--- src/rtl/kgp_mc_ctrl_pkg.sv ---
// Shared constants for the KGP multi-cycle controller: instruction classes,
// FSM state encodings and register-file write selects.
package kgp_ctrl_pkg;

   // Instruction classes as produced by the decoder
   localparam logic [2:0] CLS_ALU_R  = 3'd0;
   localparam logic [2:0] CLS_ALU_I  = 3'd1;
   localparam logic [2:0] CLS_LOAD   = 3'd2;
   localparam logic [2:0] CLS_STORE  = 3'd3;
   localparam logic [2:0] CLS_BRANCH = 3'd4;
   localparam logic [2:0] CLS_CALL   = 3'd5;
   localparam logic [2:0] CLS_HALT   = 3'd6;
   localparam logic [2:0] CLS_NOP    = 3'd7;

   // Controller states (legacy binary encoding)
   localparam logic [2:0] ST_IDLE   = 3'd0;
   localparam logic [2:0] ST_FETCH  = 3'd1;
   localparam logic [2:0] ST_DECODE = 3'd2;
   localparam logic [2:0] ST_EXEC   = 3'd3;
   localparam logic [2:0] ST_MEM    = 3'd4;
   localparam logic [2:0] ST_WB     = 3'd5;
   localparam logic [2:0] ST_HALTED = 3'd6;

   // Register-file write select
   localparam logic [1:0] RW_NONE = 2'b00;
   localparam logic [1:0] RW_RS   = 2'b01;
   localparam logic [1:0] RW_RT   = 2'b10;
   localparam logic [1:0] RW_R31  = 2'b11;

endpackage

--- src/rtl/kgp_mc_ctrl_if.sv ---
// Control bus between decoder/datapath and the KGP multi-cycle controller.
// master: decoder/datapath side; slave: the controller.
// Optional macro KGP_CTRL_PERF_EN adds the instret/cycles counter outputs.
interface kgp_mc_ctrl_if #(
   parameter int CLASS_W = 3
) ();
   logic               start;
   logic [CLASS_W-1:0] instr_class;
   logic               branch_taken;
   logic               mem_ack;
   logic               mem_read;
   logic               mem_write;
   logic               ir_write;
   logic               pc_write;
   logic               pc_src;
   logic               alu_en;
   logic [1:0]         reg_write;
   logic               busy;
   logic               halted;
   logic               retire;
`ifdef KGP_CTRL_PERF_EN
   logic [31:0]        instret;
   logic [31:0]        cycles;
`endif

   modport master (
      output start, instr_class, branch_taken, mem_ack,
      input  mem_read, mem_write, ir_write, pc_write, pc_src, alu_en,
             reg_write, busy, halted, retire
`ifdef KGP_CTRL_PERF_EN
      , input instret, cycles
`endif
   );

   modport slave (
      input  start, instr_class, branch_taken, mem_ack,
      output mem_read, mem_write, ir_write, pc_write, pc_src, alu_en,
             reg_write, busy, halted, retire
`ifdef KGP_CTRL_PERF_EN
      , output instret, cycles
`endif
   );
endinterface

--- src/rtl/kgp_mc_ctrl_perf_ctr.sv ---
// kgp_perf_ctr: enable-gated wrapping counter used for the controller's
// performance outputs. Only built when KGP_CTRL_PERF_EN is defined.
`ifdef KGP_CTRL_PERF_EN
module kgp_perf_ctr #(
   parameter int W = 32
) (
   input  logic         clk,
   input  logic         rst,
   input  logic         en_i,
   output logic [W-1:0] count_o
);
   logic [W-1:0] count_q;
   logic [W-1:0] count_d;

   // Next count: increment when enabled, wrapping naturally at 2^W
   always_comb begin
      count_d = count_q;
      if (en_i) count_d = count_q + 1'b1;
   end

   // Count register, cleared by asynchronous reset
   always_ff @(posedge clk or posedge rst) begin
      if (rst) count_q <= '0;
      else     count_q <= count_d;
   end

   assign count_o = count_q;
endmodule
`endif

--- src/rtl/kgp_mc_ctrl.sv ---
// KGP mini-RISC multi-cycle controller: fetch/decode/exec/mem/wb sequencing.
// The state register is the only storage; instr_class is read live in every
// state from DECODE onward. Optional macro KGP_CTRL_PERF_EN adds counters.
module kgp_mc_ctrl
   import kgp_ctrl_pkg::*;
#(
   parameter int CLASS_W = 3
) (
   input logic          clk,
   input logic          rst,
   kgp_mc_ctrl_if.slave bus
);
   logic [2:0] state_q;
   logic [2:0] state_d;

   logic       mem_read_d, mem_write_d, ir_write_d, pc_write_d, pc_src_d;
   logic       alu_en_d, halted_d, retire_d;
   logic [1:0] reg_write_d;

   logic is_alu, is_load, is_store, is_branch, is_call, is_halt, is_nop;

   assign is_alu    = (bus.instr_class == CLASS_W'(CLS_ALU_R)) ||
                      (bus.instr_class == CLASS_W'(CLS_ALU_I));
   assign is_load   = (bus.instr_class == CLASS_W'(CLS_LOAD));
   assign is_store  = (bus.instr_class == CLASS_W'(CLS_STORE));
   assign is_branch = (bus.instr_class == CLASS_W'(CLS_BRANCH));
   assign is_call   = (bus.instr_class == CLASS_W'(CLS_CALL));
   assign is_halt   = (bus.instr_class == CLASS_W'(CLS_HALT));
   assign is_nop    = (bus.instr_class == CLASS_W'(CLS_NOP));

   // Next-state and Mealy/Moore output decode
   always_comb begin
      state_d     = state_q;
      mem_read_d  = 1'b0;
      mem_write_d = 1'b0;
      ir_write_d  = 1'b0;
      pc_write_d  = 1'b0;
      pc_src_d    = 1'b0;
      alu_en_d    = 1'b0;
      reg_write_d = RW_NONE;
      halted_d    = 1'b0;
      retire_d    = 1'b0;
      case (state_q)
         ST_IDLE: begin
            if (bus.start) state_d = ST_FETCH;
         end
         ST_FETCH: begin
            mem_read_d = 1'b1;
            if (bus.mem_ack) begin
               ir_write_d = 1'b1;
               pc_write_d = 1'b1;
               state_d    = ST_DECODE;
            end
         end
         ST_DECODE: begin
            if (is_halt) begin
               state_d = ST_HALTED;
            end else if (is_nop || !(is_alu || is_load || is_store || is_branch || is_call)) begin
               retire_d = 1'b1;
               state_d  = ST_FETCH;
            end else begin
               state_d = ST_EXEC;
            end
         end
         ST_EXEC: begin
            alu_en_d = 1'b1;
            if (is_alu) begin
               state_d = ST_WB;
            end else if (is_load || is_store) begin
               state_d = ST_MEM;
            end else if (is_call) begin
               pc_write_d = 1'b1;
               pc_src_d   = 1'b1;
               state_d    = ST_WB;
            end else begin
               // BRANCH, or a class that changed after DECODE: finish here
               pc_write_d = is_branch && bus.branch_taken;
               pc_src_d   = is_branch && bus.branch_taken;
               retire_d   = 1'b1;
               state_d    = ST_FETCH;
            end
         end
         ST_MEM: begin
            if (is_load) begin
               mem_read_d = 1'b1;
               if (bus.mem_ack) state_d = ST_WB;
            end else if (is_store) begin
               mem_write_d = 1'b1;
               if (bus.mem_ack) begin
                  retire_d = 1'b1;
                  state_d  = ST_FETCH;
               end
            end else begin
               retire_d = 1'b1;
               state_d  = ST_FETCH;
            end
         end
         ST_WB: begin
            if (is_alu)       reg_write_d = RW_RS;
            else if (is_load) reg_write_d = RW_RT;
            else if (is_call) reg_write_d = RW_R31;
            retire_d = 1'b1;
            state_d  = ST_FETCH;
         end
         ST_HALTED: begin
            halted_d = 1'b1;
         end
         default: begin
            state_d = ST_IDLE;
         end
      endcase
   end

   // State register; async reset forces IDLE so all outputs drop at once
   always_ff @(posedge clk or posedge rst) begin
      if (rst) state_q <= ST_IDLE;
      else     state_q <= state_d;
   end

   assign bus.mem_read  = mem_read_d;
   assign bus.mem_write = mem_write_d;
   assign bus.ir_write  = ir_write_d;
   assign bus.pc_write  = pc_write_d;
   assign bus.pc_src    = pc_src_d;
   assign bus.alu_en    = alu_en_d;
   assign bus.reg_write = reg_write_d;
   assign bus.halted    = halted_d;
   assign bus.retire    = retire_d;
   assign bus.busy      = (state_q != ST_IDLE) && (state_q != ST_HALTED);

`ifdef KGP_CTRL_PERF_EN
   kgp_perf_ctr #(.W(32)) u_instret (
      .clk     (clk),
      .rst     (rst),
      .en_i    (retire_d),
      .count_o (bus.instret)
   );

   kgp_perf_ctr #(.W(32)) u_cycles (
      .clk     (clk),
      .rst     (rst),
      .en_i    (bus.busy),
      .count_o (bus.cycles)
   );
`endif
endmodule

--- src/flat_wrapper.sv ---
// flat-port wrapper written by rule: the top's interface ports become plain ports
module kgp_mc_ctrl_flat import kgp_ctrl_pkg::*;
#(
   parameter int CLASS_W = 3
)
  (clk, rst, bus_start, bus_instr_class, bus_branch_taken, bus_mem_ack, bus_mem_read, bus_mem_write, bus_ir_write, bus_pc_write, bus_pc_src, bus_alu_en, bus_reg_write, bus_busy, bus_halted, bus_retire);
  kgp_mc_ctrl_if #(.CLASS_W(CLASS_W)) bus_i ();
  input logic clk;
  input logic rst;
  input wire logic [$bits(bus_i.start)-1:0] bus_start;
  input wire logic [$bits(bus_i.instr_class)-1:0] bus_instr_class;
  input wire logic [$bits(bus_i.branch_taken)-1:0] bus_branch_taken;
  input wire logic [$bits(bus_i.mem_ack)-1:0] bus_mem_ack;
  output wire logic [$bits(bus_i.mem_read)-1:0] bus_mem_read;
  output wire logic [$bits(bus_i.mem_write)-1:0] bus_mem_write;
  output wire logic [$bits(bus_i.ir_write)-1:0] bus_ir_write;
  output wire logic [$bits(bus_i.pc_write)-1:0] bus_pc_write;
  output wire logic [$bits(bus_i.pc_src)-1:0] bus_pc_src;
  output wire logic [$bits(bus_i.alu_en)-1:0] bus_alu_en;
  output wire logic [$bits(bus_i.reg_write)-1:0] bus_reg_write;
  output wire logic [$bits(bus_i.busy)-1:0] bus_busy;
  output wire logic [$bits(bus_i.halted)-1:0] bus_halted;
  output wire logic [$bits(bus_i.retire)-1:0] bus_retire;
  assign bus_i.start = bus_start;
  assign bus_i.instr_class = bus_instr_class;
  assign bus_i.branch_taken = bus_branch_taken;
  assign bus_i.mem_ack = bus_mem_ack;
  assign bus_mem_read = bus_i.mem_read;
  assign bus_mem_write = bus_i.mem_write;
  assign bus_ir_write = bus_i.ir_write;
  assign bus_pc_write = bus_i.pc_write;
  assign bus_pc_src = bus_i.pc_src;
  assign bus_alu_en = bus_i.alu_en;
  assign bus_reg_write = bus_i.reg_write;
  assign bus_busy = bus_i.busy;
  assign bus_halted = bus_i.halted;
  assign bus_retire = bus_i.retire;
  kgp_mc_ctrl #(.CLASS_W(CLASS_W)) u_core (.clk(clk), .rst(rst), .bus(bus_i));
endmodule
--- config.mk ---
export PLATFORM = sky130hd
export DESIGN_NAME = kgp_mc_ctrl_flat
export DESIGN_NICKNAME = d
export VERILOG_FILES = /design/src/rtl/kgp_mc_ctrl_pkg.sv /design/src/rtl/kgp_mc_ctrl_if.sv /design/src/rtl/kgp_mc_ctrl_perf_ctr.sv /design/src/rtl/kgp_mc_ctrl.sv /design/src/flat_wrapper.sv
export SDC_FILE = /design/constraint.sdc
export NUM_CORES = 1
export LEC_CHECK = 0
export CORE_AREA = 2 2 39 41
export DETAILED_ROUTE_END_ITERATION = 6
export DIE_AREA = 0 0 41 43
export PLACE_DENSITY = 0.61
export SLEW_MARGIN = 20
export SYNTH_ARGS = -nofsm -noshare
export SYNTH_HDL_FRONTEND = slang
export SYNTH_SLANG_ARGS = --single-unit
--- constraint.sdc ---
create_clock -name clk -period 1.5 [get_ports clk]
set_input_delay 0.3 -clock clk [delete_from_list [all_inputs] [get_ports clk]]
set_output_delay 0.3 -clock clk [all_outputs]
set_load 0.02 [all_outputs]
# Word level (Yosys, flattened, before mapping)
# Cells that the tools add are included.
word_totals:
  memories: 0
  output_inout_bits: 11
  latchBits: 0
  word_cells: 72
  in_bits: 8
  ram_bits: 0
  reg_bits: 3
  rom_bits: 0
op_classes:
  n_eq_ne: 18
  n_shift: 0
  magnitude_cmp: 0
  bitwise_logic: 1
  div: 0
  n_reduce_logical: 14
  mul: 0
  n_addsub: 0
  n_mux: 38
ops:
  columns: ["operator", "count"]
  rows:
  - ["$mux W3", 10]
  - ["$eq A3 B3 Y1 const B", 7]
  - ["$pmux W3 S7", 1]
  - ["$mux W1", 19]
  - ["$eq A3 B2 Y1 const B", 4]
  - ["$mux W2", 5]
  - ["$ne A3 B3 Y1 const B", 3]
  - ["$logic_or A1 B1 Y1", 7]
  - ["$eq A3 B1 Y1 const B", 2]
  - ["$logic_not A3 Y1", 2]
  - ["$reduce_and A5 Y1", 1]
  - ["$ne A2 B2 Y1 const B", 2]
  - ["$pmux W1 S2", 2]
  - ["$pmux W1 S4", 1]
  - ["$reduce_bool A3 Y1", 1]
  - ["$logic_and A1 B1 Y1", 2]
  - ["$logic_not A1 Y1", 1]
  - ["$not A1 Y1", 1]

# Logic depth before layout (Yosys ltp)
logic_depth:
  depth_word: 11
  ltp_mapped: 5
  ltp_nobuf: 4

# Worst setup path before layout
# Ideal clock, no wire load.
synth_timing:
  kind: "reg2out"
  startpoint: "register u_core.state_q[0]"
  endpoint: "output port bus_mem_write"
  arrival_time_ns: 1.294
  required_ns: 1.200
  setup_slack_ns: -0.094
  stages_incl_launch_ff: 4
  path_buffers: 0
  path_cell_list: "dfrtp_1 > nor3b_2 > nand2_1 > nor3b_1"
synth_between:
  elab_chain_len: 2
synth_lines:
  columns: ["element", "line", "source"]
  rows:
  - ["start, declared", "kgp_mc_ctrl.sv:13", "logic [2:0] state_q;"]
  - ["start signal, assigned", "kgp_mc_ctrl.sv:117", "else state_q <= state_d;"]
  - ["$eq A3 B3 Y1", "kgp_mc_ctrl.sv:43", "case (state_q)"]
  - ["$mux W1", "kgp_mc_ctrl.sv:43", null]
  - ["end, declared", "flat_wrapper.sv:15", "output wire logic [$bits(bus_i.mem_write)-1:0] bus_mem_write;"]
# No other way between the ends.

# Worst setup path in the final report
layout_timing:
  startpoint: "register u_core.state_q[0]"
  endpoint: "output port bus_mem_read"
layout_between:
  elab_chain_len: 2
  word_cells_on_any_way: 3
  cone_classes: "eq/ne: 2; mux: 1"
layout_lines:
  columns: ["element", "line", "source"]
  rows:
  - ["$eq A3 B3 Y1 or $eq A3 B1 Y1 (tied branches)", "kgp_mc_ctrl.sv:43", null]
  - ["$pmux W1 S2 *", "kgp_mc_ctrl.sv:43", null]
  - ["end, declared", "flat_wrapper.sv:14", "output wire logic [$bits(bus_i.mem_read)-1:0] bus_mem_read;"]
# Mark *: on every way between the ends. The rest lies on a longest branch, timed or not.

==> metrics <==
Cell Area, Synth 403 µm²; Worst Skew 0.000845 ns; Post-synth EDFFs 0; Slew HR 0.858; total CTS buffers 3; number of clock sinks 3; ys async rst share 1.00; Critical path buffers and inverters 1; most frequent cells in the layout 26 x buf_4, 8 x buf_6, 7 x nand2_1; leading registers by flop count u_core.state_q: 3 flops; Die Wd 41 µm; largest net degree at the start of global routing 11; sw frac 0.434; most common cell after layout, fill and taps aside buf_4; input/output buffers 18; Max IR drop VDD ~1100 µV; DIE AREA 1760 µm²; Slew Viols, Final 0; CP Data Arrival Time approximately 1.4 ns; GRT Total Usage 0.150; DR WL/cell ~12 µm; layout cells sized above 1 0.552; Placer Congestion 0.813; CTS root buffer clkbuf_4; cell taking the most area after synthesis dfrtp_1; complex-gate fraction of the synthesized area 0.252; crit path cell chain nor3b_2, nand2_2, o21a_1, nor2_1, buf_4; Final Hold Fails 0; Final nets between 100 and 150; RSZ-0062 raised after global routing true; vias post-DR 564; Longest Clk Path Bufs 2; Slew @ Worst Pin 0.212 ns; H-tree depth 1; top-level I/O count 19; combinational family with the most area after synthesis simple AND/OR/NAND/NOR gates; Max-Cap Viols 0; max incr delay on CP between 0.3 and 0.4 ns; Period minus WS final 1.67 ns; Layout area overhead 108%; Top FF cell, synth dfrtp_1; synth warn 0; Hold-fix buffers, CTS 0; ranking of synthesized cells by area dfrtp_1 19%, nand2_1 9.3%, nor4b_4 5.9%; Clk network pwr share 0.098; WP data required 1.20 ns; initial DRC count 7; post-route setup slack -0.168 ns; sequential area share after synthesis 0.186; first-pass GRT wire length ~1900 µm; Net Count, Synth 63; overall power 1.44 mW; failing checks negative setup slack; adder-cell area share of the yosys netlist 0; largest reg by FF count u_core.state_q; Cell variety after synth 29; Pint 0.815 mW; CP endpoint kind output port; Syn Inst Count 55; mux share of post-synthesis cell area 0.0497; Simple-Gate Fraction of Synth Area 0.410; xor-xnor portion of the synthesized cell area 0; Vias per Instance 5.04; final setup TNS -0.968 ns; Crit path max-delay family simple AND/OR/NAND/NOR gates; DP HPWL 902 µm; die height 43 µm; slowest CP cell dfrtp_1; # setup viols final 11; global route overflow 0; Inserted Diodes 0; startpoint class of the critical path flop; FF+latch count, synth 3; cell row count 14; # DRC 0; Worst-Skew Late Latency 0.23 ns; area share of the largest cell type after synthesis 0.186; LEAKAGE approximately 0.4 nW; Synth Area per Inst 7.33 µm²; core area ~1400 µm²; Post-DRT Antenna Nets 0; Switching Power about 0.62 mW; Fmax achieved 599 MHz; drt pass-1 iters 4; Setup Crit Path Kind reg -> out; vias in the first global route 459; sequential power share 0.107; clk slew on worst S/H paths 0.04 ns; drt total wl 1340 µm; outcome finished with violations; crit path max fanout 3; max reg flops 3; Tightest Hold Check Type in -> async; Comb power frac 0.795; antenna violations before repair 0; CTS tree built; fin crit share 1.11; power per cell area 1720 nW/µm²; Initial Util 0.291
==> synthesized netlist by cell type, types with 2 or more instances <==
library cell	n
a21oi_1	3
buf_2	3
inv_1	3
o21ai_0	2
a31o_1	2
nand2b_1	2
nor2_1	5
mux2i_1	2
and3_1	2
nand2_1	10
dfrtp_1	3
==> power by group through the flow <==
stage / Sequential (mW) / Clock, mW / Combinational (mW)
6_report: 0.154 / 0.141 / 1.14
3_5_place_dp: 0.147 / 0 / 0.911
2_1_floorplan: 0.161 / 0 / 0.483
4_1_cts: 0.152 / 0.152 / 0.922
5_1_grt: 0.159 / 0.152 / 1.23
3_3_place_gp: 0.148 / 0 / 0.904
==> path summary, 6_finish.rpt <==
check	from	end	slack, ns	cells after the start
max	u_core.state_q[0]$_DFFE_PP0P_	bus_mem_read	-0.17	5
min	rst	u_core.state_q[2]$_DFFE_PP0P_	0.23	2
max reg2reg	u_core.state_q[0]$_DFFE_PP0P_	u_core.state_q[0]$_DFFE_PP0P_	-0.01	7
min reg2reg	u_core.state_q[2]$_DFFE_PP0P_	u_core.state_q[0]$_DFFE_PP0P_	0.68	2
max in group asynchronous	rst	u_core.state_q[1]$_DFFE_PP0P_	1.15	2
min in group clk	bus_mem_ack	u_core.state_q[0]$_DFFE_PP0P_	0.63	3
==> cell families after synthesis <==
| kind of cell | Yosys count |
|---|---|
| AO/OA/AOI/OAI | 14 |
| buffers and inverters | 8 |
| flip-flops | 3 |
| multiplexers | 2 |
| AND/OR/NAND/NOR | 28 |
==> metrics by stage <==
step / setup slack, ns / cells / utilization / instance area (µm²) / hold WS, ns
after CTS: -0.163 / 107 / 0.529 / 732 / 0.218
final: -0.168 / 112 / 0.605 / 837 / 0.226
after global placement: -0.761 / 102 / 0.514 / 712 / 0.471
after global routing: -0.267 / 112 / 0.605 / 837 / 0.257
after floorplan: -0.00654 / 55 / - / 410 / 0.0536
after detailed placement: -0.791 / 102 / 0.514 / 712 / 0.471
==> layout make-up <==
type                            count  area, µm²
Multi-Input combinational cell     44        345
Tap cell                           16       20.0
Timing Repair Buffer               41        350
Clock buffer                        4       26.3
Sequential cell                     3       75.1
Inverter                            4       20.0
Fill cell                         122        547
==> timing repair <==
item,in CTS,in global routing
buffers inserted,1,5
pin swaps,4,12
resized for setup,63,18
setup endpoints to repair,11,12
==> worst register-to-register path, stage by stage (launching register included) <==
cell	delay [ns]
dfrtp_1	0.39
nor3b_2	0.25
nand2_2	0.11
buf_4	0.14
buf_4	0.12
buf_4	0.13
o221ai_2	0.16
o32ai_2	0.10
==> layer usage <==
metal  vias to the layer above  GRT usage  share of wire
li1                        280          -              -
met1                       268      0.203           0.44
met2                        14      0.231           0.51
met3                         2          0          0.037
met4                         0     0.0800          0.012
met5                         -          0              0
No activity file was read; power rests on OpenSTA's default activity.
